<file path="src/rtl/guitar_effect_pkg.sv">
// guitar_effect register map, status bit positions and host-driver state encoding.
// Latency: n/a (constants and types only).
// Backpressure: n/a. Shared by the host-side Avalon driver and the effect slave.
package guitar_effect_pkg;

  // Register addresses on the effect's Avalon-MM slave port
  localparam logic [4:0] ADDR_BYPASS = 5'd0;
  localparam logic [4:0] ADDR_GAIN   = 5'd1;
  localparam logic [4:0] ADDR_BOOST  = 5'd2;
  localparam logic [4:0] ADDR_STATUS = 5'd3;
  localparam logic [4:0] ADDR_OUTPUT = 5'd5;
  localparam logic [4:0] ADDR_INPUT  = 5'd6;
  localparam logic [4:0] ADDR_RESET  = 5'd7;

  // STATUS register bits
  localparam int STAT_IN_ACK  = 4;  // last INPUT write was accepted
  localparam int STAT_OUT_VLD = 3;  // last OUTPUT read returned a valid sample

  typedef enum logic [3:0] {
    S_IDLE,
    S_RST,
    S_CFG0,
    S_CFG1,
    S_CFG2,
    S_WR_IN,
    S_ST_IN,
    S_RD_OUT,
    S_ST_OUT,
    S_PUSH
  } state_e;

endpackage

</file>
<file path="src/rtl/guitar_effect_avl_driver.sv">
// Avalon-MM master feeding samples into guitar_effect and collecting results; also programs
// bypass/gain/boost and issues soft resets. Latency: per sample >= 2 writes/reads, each read
// waits READ_LATENCY cycles. Backpressure: in_ready_o only when idle; out_valid_o holds until out_ready_i.
//
// Ports:
//   clk_i, reset_i                       clock, synchronous active-high reset
//   in_valid_i/in_ready_o/in_data_i      upstream sample stream
//   out_valid_o/out_ready_i/out_data_o   processed sample stream
//   cfg_bypass_i/cfg_gain_i/cfg_boost_i  configuration values, latched on cfg_update_i
//   soft_reset_req_i                     request a write to the RESET register
//   busy_o, drop_count_o                 status: FSM not idle, saturating drop counter
//   avm_*                                Avalon-MM master (no waitrequest, fixed read latency)
module guitar_effect_avl_driver
  import guitar_effect_pkg::*;
#(
  parameter int READ_LATENCY = 1,
  parameter int RETRY_MAX    = 4,
  parameter int POLL_MAX     = 8,
  parameter int CNT_W        = 16
) (
  input  logic             clk_i,
  input  logic             reset_i,
  input  logic             in_valid_i,
  output logic             in_ready_o,
  input  logic [31:0]      in_data_i,
  output logic             out_valid_o,
  input  logic             out_ready_i,
  output logic [31:0]      out_data_o,
  input  logic             cfg_bypass_i,
  input  logic [31:0]      cfg_gain_i,
  input  logic [31:0]      cfg_boost_i,
  input  logic             cfg_update_i,
  input  logic             soft_reset_req_i,
  output logic             busy_o,
  output logic [CNT_W-1:0] drop_count_o,
  output logic [4:0]       avm_address_o,
  output logic             avm_write_o,
  output logic [31:0]      avm_writedata_o,
  output logic             avm_read_o,
  input  logic [31:0]      avm_readdata_i
);

  localparam int RW = $clog2(RETRY_MAX + 1);
  localparam int PW = $clog2(POLL_MAX + 1);
  localparam int LW = (READ_LATENCY > 1) ? $clog2(READ_LATENCY) : 1;
  localparam logic [RW-1:0] RETRY_LIM = RW'(RETRY_MAX);
  localparam logic [PW-1:0] POLL_LIM  = PW'(POLL_MAX);
  localparam logic [LW-1:0] LAT_INIT  = LW'(READ_LATENCY - 1);

  state_e           state_q, state_d;
  logic             rst_pend_q, rst_pend_d;
  logic             cfg_pend_q, cfg_pend_d;
  logic             byp_q;
  logic [31:0]      gain_q, boost_q;
  logic [31:0]      sample_q, sample_d;
  logic [31:0]      out_q, out_d;
  logic [RW-1:0]    retry_q, retry_d;
  logic [PW-1:0]    poll_q, poll_d;
  logic             rd_pend_q, rd_pend_d;
  logic [LW-1:0]    lat_q, lat_d;
  logic [CNT_W-1:0] drop_q, drop_d;
  logic             drop_inc;
  logic             rd_state;
  logic             rd_done;

  assign rd_state = (state_q == S_ST_IN) || (state_q == S_RD_OUT) || (state_q == S_ST_OUT);
  // Read issued and its data lands on avm_readdata_i this cycle
  assign rd_done  = rd_pend_q && (lat_q == '0);

  always_comb begin
    state_d         = state_q;
    rst_pend_d      = rst_pend_q;
    cfg_pend_d      = cfg_pend_q;
    sample_d        = sample_q;
    out_d           = out_q;
    retry_d         = retry_q;
    poll_d          = poll_q;
    rd_pend_d       = rd_pend_q;
    lat_d           = lat_q;
    drop_inc        = 1'b0;
    in_ready_o      = 1'b0;
    out_valid_o     = 1'b0;
    avm_address_o   = '0;
    avm_write_o     = 1'b0;
    avm_writedata_o = '0;
    avm_read_o      = 1'b0;

    // All read states share one strobe + countdown phase; the case below acts on rd_done only.
    if (rd_state) begin
      if (!rd_pend_q) begin
        avm_read_o    = 1'b1;
        avm_address_o = (state_q == S_RD_OUT) ? ADDR_OUTPUT : ADDR_STATUS;
        rd_pend_d     = 1'b1;
        lat_d         = LAT_INIT;
      end else if (!rd_done) begin
        lat_d = lat_q - LW'(1);
      end else begin
        rd_pend_d = 1'b0;
      end
    end

    case (state_q)
      S_IDLE: begin
        in_ready_o = !rst_pend_q && !cfg_pend_q && !reset_i;
        if (rst_pend_q) begin
          rst_pend_d = 1'b0;
          state_d    = S_RST;
        end else if (cfg_pend_q) begin
          cfg_pend_d = 1'b0;
          state_d    = S_CFG0;
        end else if (in_valid_i) begin
          sample_d = in_data_i;
          retry_d  = '0;
          poll_d   = '0;
          state_d  = S_WR_IN;
        end
      end
      S_RST: begin
        avm_write_o     = 1'b1;
        avm_address_o   = ADDR_RESET;
        avm_writedata_o = 32'd1;
        state_d         = S_IDLE;
      end
      S_CFG0: begin
        avm_write_o     = 1'b1;
        avm_address_o   = ADDR_BYPASS;
        avm_writedata_o = {31'd0, byp_q};
        state_d         = S_CFG1;
      end
      S_CFG1: begin
        avm_write_o     = 1'b1;
        avm_address_o   = ADDR_GAIN;
        avm_writedata_o = gain_q;
        state_d         = S_CFG2;
      end
      S_CFG2: begin
        avm_write_o     = 1'b1;
        avm_address_o   = ADDR_BOOST;
        avm_writedata_o = boost_q;
        state_d         = S_IDLE;
      end
      S_WR_IN: begin
        avm_write_o     = 1'b1;
        avm_address_o   = ADDR_INPUT;
        avm_writedata_o = sample_q;
        retry_d         = retry_q + RW'(1);
        state_d         = S_ST_IN;
      end
      S_ST_IN: begin
        if (rd_done) begin
          if (avm_readdata_i[STAT_IN_ACK]) begin
            state_d = S_RD_OUT;
          end else if (retry_q < RETRY_LIM) begin
            state_d = S_WR_IN;
          end else begin
            drop_inc = 1'b1;
            state_d  = S_IDLE;
          end
        end
      end
      S_RD_OUT: begin
        if (rd_done) begin
          out_d   = avm_readdata_i;
          poll_d  = poll_q + PW'(1);
          state_d = S_ST_OUT;
        end
      end
      S_ST_OUT: begin
        if (rd_done) begin
          if (avm_readdata_i[STAT_OUT_VLD]) begin
            state_d = S_PUSH;
          end else if (poll_q < POLL_LIM) begin
            state_d = S_RD_OUT;
          end else begin
            drop_inc = 1'b1;
            state_d  = S_IDLE;
          end
        end
      end
      S_PUSH: begin
        out_valid_o = 1'b1;
        if (out_ready_i) state_d = S_IDLE;
      end
      default: state_d = S_IDLE;
    endcase

    // A new request in the same cycle its flag is consumed must not be lost
    if (soft_reset_req_i) rst_pend_d = 1'b1;
    if (cfg_update_i)     cfg_pend_d = 1'b1;
  end

  always_comb begin
    drop_d = drop_q;
    if (drop_inc && (drop_q != '1)) drop_d = drop_q + CNT_W'(1);
  end

  always_ff @(posedge clk_i) begin
    if (reset_i) begin
      state_q    <= S_IDLE;
      rst_pend_q <= 1'b0;
      cfg_pend_q <= 1'b0;
      byp_q      <= 1'b0;
      gain_q     <= '0;
      boost_q    <= '0;
      sample_q   <= '0;
      out_q      <= '0;
      retry_q    <= '0;
      poll_q     <= '0;
      rd_pend_q  <= 1'b0;
      lat_q      <= '0;
      drop_q     <= '0;
    end else begin
      state_q    <= state_d;
      rst_pend_q <= rst_pend_d;
      cfg_pend_q <= cfg_pend_d;
      sample_q   <= sample_d;
      out_q      <= out_d;
      retry_q    <= retry_d;
      poll_q     <= poll_d;
      rd_pend_q  <= rd_pend_d;
      lat_q      <= lat_d;
      drop_q     <= drop_d;
      // Shadow the config so the three writes see one coherent snapshot
      if (cfg_update_i) begin
        byp_q   <= cfg_bypass_i;
        gain_q  <= cfg_gain_i;
        boost_q <= cfg_boost_i;
      end
    end
  end

  assign out_data_o   = out_q;
  assign busy_o       = (state_q != S_IDLE);
  assign drop_count_o = drop_q;

endmodule

</file>
<file path="config.mk">
export PLATFORM = sky130hd
export DESIGN_NAME = guitar_effect_avl_driver
export DESIGN_NICKNAME = d
export VERILOG_FILES = /design/src/rtl/guitar_effect_pkg.sv /design/src/rtl/guitar_effect_avl_driver.sv
export SDC_FILE = /design/constraint.sdc
export NUM_CORES = 1
export LEC_CHECK = 0
export ABC_AREA = 1
export ABC_CLOCK_PERIOD_IN_PS = 4000
export CAP_MARGIN = 25
export CORE_AREA = 4 4 172 174
export CTS_CLUSTER_SIZE = 40
export DETAILED_ROUTE_END_ITERATION = 8
export DIE_AREA = 0 0 176 178
export REMOVE_ABC_BUFFERS = 1
export SLEW_MARGIN = 20
export SYNTH_ARGS = -nofsm -noshare
export SYNTH_HDL_FRONTEND = slang
export SYNTH_SLANG_ARGS = --single-unit
</file>
<file path="constraint.sdc">
create_clock -name clk_i -period 4 [get_ports clk_i]
set_clock_uncertainty 0.2 [all_clocks]
set_input_delay 0.6 -clock clk_i [delete_from_list [all_inputs] [get_ports clk_i]]
set_output_delay 0.6 -clock clk_i [all_outputs]
set_load 0.02 [all_outputs]
</file>
==> flow_metrics.env, run 1 <==
export IMPL_path_cells="inv_2 > nor2_4 > nand2_1 > inv_1 > buf_12 > nand2_1 > o211ai_1 > clkdlybuf4s50_1"
export IMPL_grt_overflow=0
export IMPL_worstHoldPathType="reg2reg"
export IMPL_clock_latency_ns=0.43
export IMPL_holdPathEnd="lat_q"
export IMPL_critPathKind="reg2out"
export IMPL_num_rows=61
export IMPL_cts_buffers_inserted=17
export IMPL_via_per_inst=4.44
export IMPL_ys_warn_count=0
export IMPL_fillers=2941
export IMPL_min_from="lat_q"
export IMPL_synth_ff_type="dfxtp_1"
export IMPL_cts_buffer_depth=2
export IMPL_r2r_end="out_data_o[3]"
export IMPL_netlist_top_cells_count="nor2_1 (228), nand2_1 (170), dfxtp_1 (160), o21ai_0 (136), inv_1 (64)"
export IMPL_synth_distinct_cells=30
export IMPL_critPathCaptureType="primary output"
export IMPL_drt_first_iter_violations=370
export IMPL_initial_utilization_pct=24.9
export IMPL_drt_total_wl_um=23000
export IMPL_yosysTopAreaCellShare_pct=46.3
export IMPL_hold_viol=0
export IMPL_slowest_stage="clkdlybuf4s50_1"
export IMPL_peakVddDrop_mv=0.216
export IMPL_cts_tree="done"
export IMPL_grt_pass1_vias=6800
export IMPL_ant_nets=0
export IMPL_die_h_um=178
export IMPL_cts_resized=0
export IMPL_grt_use_total_pct=14.7
export IMPL_avgRoutedWirePerCell_um=14.7
export IMPL_synth_edff_count=0
export IMPL_synth_seq_cells=160
export IMPL_fin_crit_sh_pct=88.9
export IMPL_cpMostUsedCell="nand2_1"
export IMPL_clock_root_buffer="clkbuf_16"
export IMPL_fin_crit_ns=3.56
export IMPL_synth_top_area_cell="dfxtp_1"
export IMPL_maxCapViolCount=0
export IMPL_stdcell_area_mm2=0.0101
export IMPL_cts_sinks=160
export IMPL_cts_hold_buf=0
export IMPL_status="completed"
export IMPL_cpPeakStageDelay_ns=0.67
export IMPL_final_nets=1318
export IMPL_die_width_um=176
export IMPL_slew_violations=0
export IMPL_fmax_mhz=281
export IMPL_hold_depth=2
export IMPL_worstPathArrival_ns=2.76
export IMPL_rr_startpoint="state_q[0]"
export IMPL_relSlewSlack_pct=44.8
export IMPL_worst_pin_slew_ns=0.827
export IMPL_grt_pass1_wl_um=36700
export IMPL_synth_area_leaders="dfxtp_1 (46%), nor2_1 (12%), o21ai_0 (9.8%)"
export IMPL_p_leak_nw=3.72
export IMPL_async_flop_share_pct=0
export IMPL_drive_gt1_share_pct=5.95
export IMPL_critPathRequiredTime_ns=3.20
export IMPL_cts_clk_slew_worst_paths_ns=0.07
export IMPL_critPathTopFamily="buffers and inverters"
export IMPL_syn_inst=982
export IMPL_drc=0
export IMPL_grt_max_degree=66
export IMPL_antenna_found_initial=1
export IMPL_synth_avg_cell_area_um2=7.04
export IMPL_post_cts_setup_buffers=0
export IMPL_dr_total_vias=6980
export IMPL_rrSetupSlack_ns=1.42
export IMPL_syn_to_final_growth_pct=46.4
export IMPL_rsz0062_at_grt="false"
export IMPL_dp_hpwl_um=16000
export IMPL_ys_seq_area_share_pct=46.3
export IMPL_path_buf_inv=4
export IMPL_firstDrtPassIters=5
export IMPL_yosysMostFrequentCell="nor2_1"
export IMPL_tns_ns=0
export IMPL_port_buffers=222
export IMPL_htreeDepth=4
export IMPL_gp_congestion=0.899
export IMPL_power_density_mw_per_mm2=470
export IMPL_reg2reg_depth=7
export IMPL_die_area_mm2=0.0313
export IMPL_crit_fanout=22
export IMPL_coreArea_mm2=0.0278
export IMPL_synth_area_mm2=0.00692
export IMPL_start_kind="register"
export IMPL_placed_cell_area_mm2=0.00951
export IMPL_io_pin_count=225
export IMPL_setup_viol_count_final=0
[worst min-delay path, cell delays in order, from the launching register on]
cell     delay (ns)
dfxtp_1        0.31
nand2_1        0.06
nor2_1         0.04
[metrics by stage]
step / power, mW / utilization, % / hold WS, ns / setup WS [ns] / instances
floorplan: 2.49 / - / 0.225 / 1.30 / 926
global placement: 3.08 / 34.2 / 0.235 / 0.924 / 1538
detailed placement: 3.09 / 34.2 / 0.239 / 0.899 / 1539
CTS: 4.82 / 36.4 / 0.250 / 0.412 / 1571
global route: 5.02 / 36.4 / 0.270 / 0.238 / 1572
finish: 4.76 / 36.4 / 0.246 / 0.443 / 1572
[kinds of logic after synthesis]
logic type      count (synthesis)  synth area share, %
compound gates                231                 18.1
xor+xnor                        9                 1.14
fa+ha+maj                       3                0.543
buf+inv                       127                 7.47
flops                         160                 46.3
other cells                     1               0.0542
simple gates                  451                 26.4
[cell usage in the layout, fill, tap and decap left out, drive strengths merged, types with 7 or more instances in the layout]
cell           synthesis  routed
buf                   18      14
clkdlybuf4s50          0     221
nand3                 24      24
dfxtp                160     160
nand2                176     176
nand4                 13      13
o211ai                33      33
o21ai                136     136
clkinv                 0       7
clkbuf                39      17
a21oi                 62      62
inv                   70      77
nor2                 233     233
[where the power goes]
part | leakage [nW] | internal [mW] | switching [mW]
clock | 0.301 | 0.904 | 0.803
sequential | 1.31 | 1.75 | 0.0778
combinational | 2.11 | 0.490 | 0.735
[how the worst max path moves through the flow]
stage | start | to | slack, ns | depth (start not counted)
final | state_q[2] | avm_writedata_o[12] | 0.44 | 8
after global routing | state_q[2] | avm_writedata_o[12] | 0.24 | 8
after CTS | state_q[2] | avm_writedata_o[12] | 0.41 | 8
after detailed placement | state_q[2] | avm_writedata_o[12] | 0.90 | 8
after global placement | reset_i | out_data_o[27] | 0.92 | 5
after floorplan | state_q[0] | avm_writedata_o[10] | 1.30 | 4
[layer usage]
metal	GRT usage, %	share of wire, %	wire length [µm]	vias up
li1	-	-	-	3573
met1	19.6	46	10600	3145
met2	22.8	45	10300	232
met3	4.41	7.5	1730	30
met4	4.87	1.9	432	0
met5	0	0	0	-
[layout make-up]
class                           count  area [µm²]  area share, %
Antenna cell                        1        2.50         0.0247
Sequential cell                   160        3200           31.6
Timing Repair Buffer              235        2360           23.3
Clock buffer                       17         425           4.20
Tap cell                          378         473           4.67
Clock inverter                     15         188           1.85
Multi-Input combinational cell    696        3210           31.7
Inverter                           70         264           2.61
[flip-flops by register name, summed over array words and instances (netlist names)]
name	count
retry_q	3
boost_q	32
state_q	4
lat_q	1
out_data_o	32
byp_q	1
gain_q	32
sample_q	32
rd_pend_q	1
poll_q	4
rst_pend_q	1
drop_count_o	16
cfg_pend_q	1
(Power assumes the default switching activity.)
==> run 2, diff against run 1 <==
CORE_AREA = 5 5 124 126   (was 4 4 172 174)
DIE_AREA = 0 0 129 131   (was 0 0 176 178)
PLACE_DENSITY = 0.85   (was default)
REMOVE_ABC_BUFFERS = default   (was 1)
==> flow_metrics.env, run 2 (synthesized netlist as in run 1, its figures left out) <==
export IMPL_dr_total_vias=7160
export IMPL_io_pin_count=225
export IMPL_power_density_mw_per_mm2=488
export IMPL_total_power_mw=4.82
export IMPL_relSlewSlack_pct=56.1
export IMPL_avgRoutedWirePerCell_um=15.5
export IMPL_critPathCaptureType="primary output"
export IMPL_critPathRequiredTime_ns=3.20
export IMPL_drive_gt1_share_pct=5.79
export IMPL_fin_crit_ns=3.43
export IMPL_grt_max_degree=82
export IMPL_rr_startpoint="state_q[3]"
export IMPL_drc=0
export IMPL_cts_clk_slew_worst_paths_ns=0.06
export IMPL_cpMostUsedCell="nand2_1"
export IMPL_globalRouteMet1Util_pct=28.0
export IMPL_cts_buffer_depth=2
export IMPL_critPathTopFamily="buffers and inverters"
export IMPL_fin_crit_sh_pct=85.8
export IMPL_worst_pin_slew_ns=0.656
export IMPL_stdcell_area_mm2=0.00987
export IMPL_worstPathArrival_ns=2.63
export IMPL_die_h_um=131
export IMPL_cpPeakStageDelay_ns=0.66
export IMPL_critPathKind="reg2out"
export IMPL_dp_hpwl_um=14600
export IMPL_clock_root_buffer="clkbuf_16"
export IMPL_gp_congestion=0.865
export IMPL_grt_use_total_pct=25.1
export IMPL_r2r_end="sample_q[21]"
export IMPL_start_kind="register"
export IMPL_grt_overflow=0
export IMPL_die_area_mm2=0.0169
export IMPL_min_from="lat_q"
export IMPL_cts_buffers_inserted=17
export IMPL_crit_fanout=32
export IMPL_coreArea_mm2=0.0142
export IMPL_fin_ws_ns=0.569
export IMPL_firstDrtPassIters=5
export IMPL_drt_total_wl_um=21300
export IMPL_num_rows=44
export IMPL_hold_ws_ns=0.247
export IMPL_status="completed"
export IMPL_rsz0062_at_grt="false"
export IMPL_antenna_found_initial=2
export IMPL_place_ws_ns=1.08
export IMPL_holdPathEnd="lat_q"
export IMPL_ant_nets=0
export IMPL_busiest_layer="met2"
export IMPL_slew_violations=0
export IMPL_hold_depth=2
export IMPL_hold_viol=0
export IMPL_die_width_um=129
export IMPL_use_met2_pct=44.1
export IMPL_worstHoldPathType="reg2reg"
export IMPL_fmax_mhz=291
export IMPL_reg2reg_depth=7
export IMPL_slowest_stage="clkdlybuf4s50_1"
export IMPL_p_leak_nw=3.71
export IMPL_peakVddDrop_mv=0.318
export IMPL_placed_cell_area_mm2=0.00921
export IMPL_drt_first_iter_violations=575
export IMPL_cts_tree="done"
export IMPL_via_per_inst=5.21
export IMPL_tns_ns=0
export IMPL_layout_common_cells="nor2_1 (227), clkdlybuf4s50_1 (221), nand2_1 (170)"
export IMPL_post_cts_setup_buffers=0
export IMPL_grt_pass1_vias=6768
export IMPL_grt_pass1_wl_um=33500
export IMPL_setup_viol_count_final=0
export IMPL_final_nets=1316
export IMPL_clock_latency_ns=0.42
export IMPL_rrSetupSlack_ns=1.60
export IMPL_cts_hold_buf=0
export IMPL_grt_use_met3_pct=7.24
export IMPL_setup_worst_path_start="state_q[2]"
export IMPL_htreeDepth=4
export IMPL_cts_sinks=160
export IMPL_final_common_cell="nor2_1"
export IMPL_syn_to_final_growth_pct=42.7
export IMPL_maxCapViolCount=0
export IMPL_initial_utilization_pct=48.7
export IMPL_diodes=0
export IMPL_port_buffers=222
export IMPL_path_cells="inv_2 > nor2_4 > nand2_1 > inv_1 > buf_4 > nand2_1 > o211ai_1 > clkdlybuf4s50_1"
export IMPL_cts_resized=0
export IMPL_path_buf_inv=4
[run 2: cell count changes in the layout (fill, tap and decap cells not counted), sizes merged]
cell      previous run  this run
buf                 14        12
bufinv               1         5
diode                1         0
inv                 77        74
clkinvlp             0         4
clkinv               7         2
[run 2: routing by layer]
layer  vias up  routed length, µm
met2       280              10400
met5         -                 26
met4         4                746
met3        56               1800
li1       3568                  -
met1      3252               8340
[run 2: worst max-delay path by stage]
stage                                to  slack, ns  depth (start not counted)
finish              avm_writedata_o[14]       0.57                          8
global route        avm_writedata_o[14]       0.47                          8
CTS                 avm_writedata_o[14]       0.59                          8
detailed placement  avm_writedata_o[31]       1.08                          8
global placement    avm_writedata_o[21]       1.16                          8
floorplan           avm_writedata_o[11]       1.82                          7
[run 2: power breakdown]
part           switching, mW  internal, mW  total [mW]  leakage [nW]
logic                  0.715         0.474        1.19          2.09
clock network          0.678          1.12        1.79         0.308
registers             0.0830          1.75        1.83          1.31
[run 2: worst register-to-register path, stage by stage, from the launching register on]
cell     delay (ns)
dfxtp_1        0.37
nor2_1         0.31
nand2_2        0.22
inv_2          0.17
nand2_2        0.39
buf_4          0.38
o21ai_0        0.20
a21oi_1        0.06
[run 2: layout make-up]
| cell class | count | area [µm²] |
|---|---|---|
| fillers | 1172 | 4340 |
| flip-flops and latches | 160 | 3200 |
| multi-input cells | 696 | 3200 |
| repair buffers | 233 | 2310 |
| clock buffers | 17 | 425 |
| inverters | 70 | 263 |
| clock inverters | 15 | 231 |
| well taps | 184 | 230 |
[run 2: through the flow]
stage | std cells | util (%)
after floorplan | 983 | -
after global placement | 1343 | 64.9
after detailed placement | 1343 | 64.9
after CTS | 1375 | 69.5
after global routing | 1375 | 69.5
final | 1375 | 69.5
==> run 3, diff against run 2 <==
CORE_AREA = 5 5 107 109   (was 5 5 124 126)
DIE_AREA = 0 0 112 114   (was 0 0 129 131)
DONT_BUFFER_PORTS = 1   (was default)
PLACE_DENSITY = 0.83   (was 0.85)
==> flow_metrics.env, run 3 (synthesized netlist as in run 1, its figures left out) <==
export IMPL_grt_overflow=0
export IMPL_clock_root_buffer="clkbuf_8"
export IMPL_post_cts_setup_buffers=0
export IMPL_maxCapViolCount=0
export IMPL_stdcell_area_mm2=0.00804
export IMPL_total_power_mw=4.58
export IMPL_initial_utilization_pct=65.8
export IMPL_fmax_mhz=286
export IMPL_status="completed"
export IMPL_drive_gt1_share_pct=6.34
export IMPL_port_buffers=0
export IMPL_slowest_stage="nand2_1"
export IMPL_dr_total_vias=6557
export IMPL_slew_violations=0
export IMPL_cts_buffer_depth=2
export IMPL_rrSetupSlack_ns=1.73
export IMPL_num_rows=38
export IMPL_worstHoldPathType="in2reg"
export IMPL_drc=0
export IMPL_die_h_um=114
export IMPL_critPathRequiredTime_ns=3.20
export IMPL_p_seq_share_pct=39.9
export IMPL_firstDrtPassIters=5
export IMPL_gp_congestion=0.884
export IMPL_fin_crit_ns=3.49
export IMPL_rsz0062_at_grt="false"
export IMPL_via_per_inst=5.70
export IMPL_io_pin_count=225
export IMPL_layout_common_cells="nor2_1 (227), nand2_1 (170), dfxtp_1 (160)"
export IMPL_critPathCaptureType="primary output"
export IMPL_fillers=753
export IMPL_grt_use_total_pct=30.0
export IMPL_fin_ws_ns=0.507
export IMPL_die_width_um=112
export IMPL_coreArea_mm2=0.0105
export IMPL_path_cells="inv_2 > nor2_4 > nand2_1 > buf_4 > o211ai_1"
export IMPL_p_int_mw=3.21
export IMPL_critPathTopFamily="simple AND/OR/NAND/NOR gates"
export IMPL_final_common_cell="nor2_1"
export IMPL_path_buf_inv=2
export IMPL_final_nets=1135
export IMPL_peakVddDrop_mv=0.423
export IMPL_fin_crit_sh_pct=87.3
export IMPL_antenna_found_initial=3
export IMPL_grt_pass1_vias=6279
export IMPL_cts_resized=0
export IMPL_start_kind="register"
export IMPL_grt_max_degree=72
export IMPL_tns_ns=0
export IMPL_power_density_mw_per_mm2=570
export IMPL_syn_to_final_growth_pct=16.2
export IMPL_grt_pass1_wl_um=30800
export IMPL_dp_hpwl_um=12200
export IMPL_cts_buffers_inserted=17
export IMPL_cts_tree="done"
export IMPL_cts_clk_slew_worst_paths_ns=0.06
export IMPL_avgRoutedWirePerCell_um=16.7
export IMPL_crit_fanout=20
export IMPL_p_leak_nw=3.08
export IMPL_drt_first_iter_violations=580
export IMPL_critPathKind="reg2out"
export IMPL_power_share_switching_pct=29.9
export IMPL_clkPwrFrac_pct=40.5
export IMPL_cpPeakStageDelay_ns=0.53
export IMPL_die_area_mm2=0.0128
export IMPL_cts_hold_buf=45
export IMPL_place_ws_ns=1.14
export IMPL_p_sw_mw=1.37
export IMPL_worst_pin_slew_ns=0.874
export IMPL_drt_total_wl_um=19200
export IMPL_relSlewSlack_pct=41.6
export IMPL_placed_cell_area_mm2=0.00690
export IMPL_hold_viol=0
export IMPL_setup_viol_count_final=0
export IMPL_worstPathArrival_ns=2.69
export IMPL_clock_latency_ns=0.54
export IMPL_share_comb_of_total_power_pct=19.6
export IMPL_cts_sinks=160
export IMPL_htreeDepth=4
export IMPL_ant_nets=0
-- run 3: cell count changes in the layout (fill, tap and decap cells not counted), moves of 2 or more --
cell / before / now
diode_2: 0 / 2
inv_6: 3 / 0
clkbuf_8: 0 / 6
buf_4: 10 / 7
dlygate4sd3_1: 0 / 44
clkdlybuf4s50_1: 221 / 0
clkinvlp_4: 4 / 1
-- run 3: final cells by class --
type | instances | area, µm² | share of cell area, %
multi-input cells | 696 | 3210 | 39.9
flip-flops and latches | 160 | 3200 | 39.9
repair buffers | 52 | 498 | 6.20
clock buffers | 22 | 483 | 6.01
inverters | 70 | 264 | 3.28
clock inverters | 9 | 201 | 2.51
well taps | 140 | 175 | 2.18
diodes | 2 | 5.00 | 0.0623
-- run 3: final timing paths --
path	start	endpoint	cells after the start
min	cfg_boost_i[23]	boost_q[23]	2
min reg2reg	lat_q	lat_q	2
max	state_q[2]	avm_writedata_o[29]	5
max reg2reg	state_q[0]	out_data_o[4]	7
-- run 3: power groups by stage --
stage / logic, mW / clock network [mW] / registers [mW]
global route: 0.991 / 1.93 / 1.84
finish: 0.897 / 1.85 / 1.83
detailed placement: 0.839 / 0 / 1.86
CTS: 0.887 / 1.87 / 1.82
global placement: 0.824 / 0 / 1.85
floorplan: 0.691 / 0 / 1.84
-- run 3: per-stage QoR --
step	hold slack (ns)	utilization [%]	std cells
finish	0.0155	76.5	1151
floorplan	0.225	-	983
CTS	0.000188	76.4	1149
detailed placement	0.240	65.6	1073
global placement	0.238	65.6	1073
global route	0.000184	76.5	1151
-- run 3: metal layers --
layer / global-route usage (%) / share of wire (%)
met1: 35.9 / 39
met2: 48.5 / 47
met5: 0 / 0.068
met4: 13.9 / 3.5
met3: 11.0 / 10
